--- src/rtl/wvb_frame_reader.sv ---
// wvb_frame_reader: drains one waveform (header FIFO + sample RAM) into a 16-bit framed, valid/ready word stream.
// Ports: clk, rst (async, active high), en (allow new frame);
//   hdr_data_in/hdr_empty/hdr_rdreq : FWFT header FIFO {flags, ltc, stop_addr, start_addr};
//   wvb_data_in/wvb_rdreq/wvb_rddone : sample RAM read (data one cycle after rdreq) and space release;
//   dout/dout_valid/dout_ready : framed output stream; busy : frame in progress; frame_cnt : completed frames.
// Optional: define WVB_FRAME_READER_CRC_EN to append a CRC-16-CCITT word to every frame.
module wvb_frame_reader #(
  parameter int P_DATA_WIDTH = 22,
  parameter int P_ADR_WIDTH = 12,
  parameter int P_HDR_WIDTH = 80,
  parameter int P_LTC_WIDTH = 49
) (
  input  logic                    clk,
  input  logic                    rst,
  input  logic                    en,
  input  logic [P_HDR_WIDTH-1:0]  hdr_data_in,
  input  logic                    hdr_empty,
  output logic                    hdr_rdreq,
  input  logic [P_DATA_WIDTH-1:0] wvb_data_in,
  output logic                    wvb_rdreq,
  output logic                    wvb_rddone,
  output logic [15:0]             dout,
  output logic                    dout_valid,
  input  logic                    dout_ready,
  output logic                    busy,
  output logic [15:0]             frame_cnt
);
  localparam int AW = P_ADR_WIDTH;
  typedef enum logic [2:0] {S_IDLE, S_HDR, S_RDREQ, S_WAIT, S_SHI, S_SLO, S_CRC, S_DONE} state_t;
  state_t state, state_nx;
  logic [AW:0] nsamp, rem, nsamp_in;
  logic [AW-1:0] span;
  logic [P_LTC_WIDTH-1:0] ltc;
  logic [6:0] flags;
  logic [P_DATA_WIDTH-1:0] sample;
  logic [2:0] widx;
  logic [15:0] hdr_word;
  logic start, xfer;
  assign start = state == S_IDLE && en && !hdr_empty;
  assign xfer = dout_valid && dout_ready;
  // stop - start wraps modulo the buffer size; equal addresses mean one sample
  assign span = hdr_data_in[12 +: AW] - hdr_data_in[0 +: AW];
  assign nsamp_in = {1'b0, span} + (AW+1)'(1);
  assign busy = state != S_IDLE;
  assign hdr_word = widx == 3'd0 ? {3'b100, 13'(nsamp)} :
                    widx == 3'd1 ? {15'b0, ltc[48]} :
                    widx == 3'd2 ? ltc[47:32] :
                    widx == 3'd3 ? ltc[31:16] :
                    widx == 3'd4 ? ltc[15:0] : {9'b0, flags};
`ifdef WVB_FRAME_READER_CRC_EN
  logic [15:0] crc;
  function automatic logic [15:0] crc16(input logic [15:0] c, input logic [15:0] d);
    logic [15:0] r;
    r = c;
    for (int i = 15; i >= 0; i--) r = {r[14:0], 1'b0} ^ ((r[15] ^ d[i]) ? 16'h1021 : 16'h0000);
    return r;
  endfunction
  // the CRC word itself is not folded into the accumulator
  always_ff @(posedge clk or posedge rst)
    if (rst) crc <= 16'hFFFF;
    else if (start) crc <= 16'hFFFF;
    else if (xfer && state != S_CRC) crc <= crc16(crc, dout);
`endif
  always_ff @(posedge clk or posedge rst)
    if (rst) state <= S_IDLE;
    else state <= state_nx;
  always_comb begin
    state_nx = state;
    dout_valid = 1'b0;
    dout = 16'h0000;
    wvb_rdreq = 1'b0;
    hdr_rdreq = 1'b0;
    wvb_rddone = 1'b0;
    case (state)
      S_IDLE: state_nx = start ? S_HDR : S_IDLE;
      S_HDR: begin
        dout_valid = 1'b1;
        dout = hdr_word;
        state_nx = xfer && widx == 3'd5 ? S_RDREQ : S_HDR;
      end
      S_RDREQ: begin
        wvb_rdreq = 1'b1;
        state_nx = S_WAIT;
      end
      S_WAIT: state_nx = S_SHI;
      S_SHI: begin
        dout_valid = 1'b1;
        dout = 16'(sample >> 16);
        state_nx = xfer ? S_SLO : S_SHI;
      end
      S_SLO: begin
        dout_valid = 1'b1;
        dout = sample[15:0];
`ifdef WVB_FRAME_READER_CRC_EN
        state_nx = !xfer ? S_SLO : rem == (AW+1)'(1) ? S_CRC : S_RDREQ;
`else
        state_nx = !xfer ? S_SLO : rem == (AW+1)'(1) ? S_DONE : S_RDREQ;
`endif
      end
      S_CRC: begin
`ifdef WVB_FRAME_READER_CRC_EN
        dout_valid = 1'b1;
        dout = crc;
        state_nx = xfer ? S_DONE : S_CRC;
`else
        state_nx = S_IDLE;
`endif
      end
      S_DONE: begin
        hdr_rdreq = 1'b1;
        wvb_rddone = 1'b1;
        state_nx = S_IDLE;
      end
    endcase
  end
  always_ff @(posedge clk or posedge rst)
    if (rst) begin
      nsamp <= '0;
      rem <= '0;
      ltc <= '0;
      flags <= '0;
      sample <= '0;
      widx <= '0;
      frame_cnt <= '0;
    end else begin
      if (start) begin
        nsamp <= nsamp_in;
        rem <= nsamp_in;
        ltc <= hdr_data_in[24 +: P_LTC_WIDTH];
        flags <= hdr_data_in[73 +: 7];
        widx <= '0;
      end
      if (state == S_HDR && xfer) widx <= widx + 3'd1;
      if (state == S_WAIT) sample <= wvb_data_in;
      if (state == S_SLO && xfer) rem <= rem - (AW+1)'(1);
      if (state == S_DONE) frame_cnt <= frame_cnt + 16'd1;
    end
endmodule

--- config.mk ---
export PLATFORM = sky130hd
export DESIGN_NAME = wvb_frame_reader
export DESIGN_NICKNAME = d
export VERILOG_FILES = /design/src/rtl/wvb_frame_reader.sv
export SDC_FILE = /design/constraint.sdc
export NUM_CORES = 1
export LEC_CHECK = 0
export CORE_MARGIN = 2
export CORE_UTILIZATION = 33
export CTS_CLUSTER_DIAMETER = 40
export DETAILED_ROUTE_END_ITERATION = 7
export PLACE_DENSITY = 0.6
export SLEW_MARGIN = 0
export SYNTH_ARGS = -nofsm -noshare
export SYNTH_HDL_FRONTEND = slang
export SYNTH_SLANG_ARGS = --single-unit
export TNS_END_PERCENT = 10
--- constraint.sdc ---
create_clock -name clk -period 3.7 [get_ports clk]
set_input_delay 0.37 -clock clk [delete_from_list [all_inputs] [get_ports clk]]
set_output_delay 0.37 -clock clk [all_outputs]
set_load 0.01 [all_outputs]
==> impl_metrics.csv <==
group,metric,value,unit
worst_setup_path,start_kind,"flop",
sta,finalSetupViolCount,0,
clocking,ctsLongestPathBuffers,2,
global_route,grt_pass1_wl,29.04,mm
clocking,cts-hold-fix-buffers,0,
routing,routed_via_density,4.783,
worst_setup_path,crit_fanout,8,
clocking,post_cts_buffers,0,
place,place_worst_setup_slack,660.6,ps
pwr,pwr_density_cell,740.3,nW/um^2
worst_setup_path,critPathCaptureType,"output port",
routing,drt_pre_antenna_iters,5,
min_path,holdPathStages,1,
synthesis,synth_sequential_area_ratio,46.36,%
global_route,overflow,0,
place,detailedPlacementHpwl,12.88,mm
sta,fin_skew,6.451,ps
synthesis,synth_edf_count,0,
sta,total_count_of_max_transition_violations_in_the_final_report,0,
synthesis,synth_compound_area_share,12.66,%
sta,maxSlewHeadroom,30.24,%
synthesis,dominant_combinational_cell_family_by_area_after_synthesis,"simple AND/OR/NAND/NOR gates",
sta,setup_repair_after_global_routing_missed_its_margin,"false",
layout,fill_cells,2027,
worst_setup_path,reg2reg_to,"rem[4]",
worst_setup_path,reg2reg_slack,1180,ps
sta,totalNegativeSetupSlack,0,ps
sta,fmax,293.4,MHz
global_route,first_global_vias,5703,
global_route,antenna_violations_before_repair,0,
routing,via_count,5739,
synthesis,syn_avg_cell_area,8.620,sq um
routing,route.final.wire_length,17.73,mm
worst_setup_path,cp-startpoint,"widx[0]",
place,place.gp.congestion,0.8278,
floorplan,floorplan.die_area,21780,sq um
synthesis,synth.ff_latch_count,126,
pwr,power_leakage,4.049,nW
floorplan,die_h,147.6,um
worst_setup_path,worst_ep_required_time,3330,ps
layout,finish.net_count,1046,
worst_setup_path,timing.critical_path.arrival,3040,ps
sta,finalWorstSetupSlack,291.7,ps
sta,finalCriticalPeriod,3408,ps
floorplan,start_util,33.61,%
sta,period_utilization_post_route,92.12,%
synthesis,synthXorXnorAreaFrac,4.489,%
floorplan,std_cell_rows,52,
floorplan,die_width,147.6,um
synthesis,yosys_warnings,0,
clocking,clk_pin_slew,60,ps
synthesis,syn_nets,917,
synthesis,synth-adder-area-share,3.974,%
layout,finalInstanceArea,9094,sq um
floorplan,core,20230,sq um
synthesis,synth_simple_gate_area_share,24.43,%
clocking,tritoncts_num_sinks,126,
worst_setup_path,r2r.worst_path.cells,5,
clocking,clk_latency,420,ps
clocking,root_buffer_cell,"sky130_fd_sc_hd__clkbuf_16",
sta,hold_violations,0,
layout,drive_above_1_share,8.925,%
place,postPlaceCellArea,8503,sq um
global_route,grt_overall_usage,16.81,%
clocking,numCtsBuffers,17,
global_route,grt_max_degree,86,
synthesis,synth_flop_cell,"sky130_fd_sc_hd__dfrtp_1",
worst_setup_path,critical_path_class,"reg2out",
routing,drcViolationCount,0,
clocking,tritoncts_clock_tree,"built",
synthesis,synth.cell_area,6802,sq um
job,cap_viol_max_count,0,
synthesis,asyncSetResetFlopFracSynth,100.0,%
routing,final_antenna_net_count,0,
synthesis,synth.distinct_cells,58,
synthesis,post_synth_inst_count,789,
outcome,outcome,"completed",
layout,syn2layout_area_growth,33.70,%
worst_setup_path,r2r_start,"state[0]",
place,io_buffer_count,143,
layout,diode_count,0,
pwr,vdd_drop_max,0.3220,mV
clocking,ctsHtreeMaxLevel,4,
synthesis,fraction_of_synthesized_area_in_multiplexers,4.286,%
min_path,startpoint_of_the_lowest_slack_hold_path,"frame_cnt[15]",
min_path,worst_hold_path_ep,"frame_cnt[15]",
routing,drc_marker_count_from_the_first_detailed_route_iteration,299,
routing,wl_per_cell,14.78,um
sta,timing_worst_slew_pin_value,1046,ps
floorplan,top_level_ports,144,
min_path,path_type_of_the_worst_min_delay_path,"reg2reg",
## state kept, by name, indices dropped and copies added, names as in the netlist
name	cells
rem	13
sample	22
flags	7
state	3
nsamp	13
ltc	49
widx	3
frame_cnt	16
## timing repair
item / 4_1_cts / 5_1_grt
endpoints found under the hold margin: 0 / 0
endpoints found under the setup margin: 0 / 1
resized for setup: 0 / 1
## through the flow
step / cells / hold WS [ps] / util (%) / power (mW)
6_report: 1200 / 474.2 / 44.94 / 6.732
3_3_place_gp: 1169 / 457.3 / 42.02 / 5.045
2_1_floorplan: 789 / 437.6 / - / 4.018
4_1_cts: 1200 / 458.4 / 44.93 / 6.796
3_5_place_dp: 1169 / 465.2 / 42.02 / 5.092
5_1_grt: 1200 / 478.1 / 44.94 / 7.227
## layer usage
layer | GRT usage (%) | wire, um
met1 | 21.90 | 8194
met2 | 27.74 | 8382
met3 | 3.457 | 840
met4 | 6.106 | 316
met5 | 0 | 0
## cell families (layout without fill, tap and decap cells)
logic type | after synthesis | in the layout
xor+xnor | 34 | 34
simple gates | 383 | 383
compound gates | 135 | 135
fa+ha+maj | 21 | 21
flops | 126 | 126
mux | 26 | 26
buf+inv | 64 | 205
## where the power goes
group | switching (mW) | internal (mW) | total [mW]
registers | 0.405 | 1.95 | 2.36
clock network | 0.600 | 1.06 | 1.66
logic | 1.48 | 1.23 | 2.71
total | 2.49 | 4.24 | 6.73
## worst max-delay path by stage
stage                     endpoint  slack, ps
after global routing       dout[4]         20
after CTS                  dout[5]        190
after floorplan            dout[0]       1350
after detailed placement    rem[9]        660
after global placement     rem[10]        730
final                      dout[4]        290
## layout make-up
class	instances	area (sq um)	share of cell area [%]
Clock buffer	19	442.9	4.871
Sequential cell	126	3153	34.67
Clock inverter	12	145.1	1.596
Inverter	20	78.83	0.8668
Timing Repair Buffer	154	1539	16.92
Tap cell	270	337.8	3.715
Multi-Input combinational cell	599	3397	37.36
## synthesized netlist by cell type (all sizes together), types with 2 or more instances
library cell / number / share of area (%)
and4: 3 / 0.39
o22ai: 3 / 0.28
nand2b: 9 / 0.86
xnor2: 18 / 2.3
o211ai: 20 / 2.2
or3: 2 / 0.18
a221oi: 7 / 1.2
nor3: 6 / 0.52
and3: 10 / 0.92
nor2b: 13 / 1.2
buf: 16 / 1.1
o32ai: 5 / 0.64
o21ai: 29 / 2.1
ha: 20 / 3.7
nor2: 40 / 2.2
nand2: 250 / 14
nand4: 5 / 0.46
dfrtp: 126 / 46
mux2: 25 / 4.1
clkbuf: 28 / 1.6
inv: 20 / 1.1
a211oi: 3 / 0.40
o21a: 3 / 0.33
nand3: 34 / 2.6
or4: 2 / 0.22
xor2: 16 / 2.2
nor3b: 2 / 0.22
a21oi: 50 / 3.7
nor4: 3 / 0.28
a21o: 4 / 0.44
a31oi: 4 / 0.37
## layout by cell type (no fill, tap or decap), drive strengths merged, types with 2 or more instances in the layout
cell type      netlist  routed
a31oi                4       4
nor2                40      40
or4                  2       2
nand2              250     250
o21ai               29      29
a21o                 4       4
mux2                25      25
buf                 16      11
clkbuf              28      19
dfrtp              126     126
inv                 20      19
xnor2               18      18
nand2b               9       9
xor2                16      16
nor4                 3       3
o22ai                3       3
a221oi               7       7
and4                 3       3
clkinvlp             0       5
clkinv               0       5
nor3                 6       6
bufinv               0       3
a21oi               50      50
o32ai                5       5
ha                  20      20
nor2b               13      13
clkdlybuf4s50        0     143
o21a                 3       3
and3                10      10
or3                  2       2
o211ai              20      20
a211oi               3       3
nor3b                2       2
nand3               34      34
nand4                5       5
## critical path, stage by stage, from the launching register on
cell                              delay, ps
sky130_fd_sc_hd__dfrtp_1                410
sky130_fd_sc_hd__inv_1                   80
sky130_fd_sc_hd__ha_1                   310
sky130_fd_sc_hd__nand2_2                200
sky130_fd_sc_hd__nand2_1                 70
sky130_fd_sc_hd__a21oi_1                140
sky130_fd_sc_hd__a21oi_1                 50
sky130_fd_sc_hd__o21ai_0                250
sky130_fd_sc_hd__a221oi_1               180
sky130_fd_sc_hd__o32ai_1                320
sky130_fd_sc_hd__clkdlybuf4s50_1        600
No activity file was read; power rests on OpenSTA's default activity.
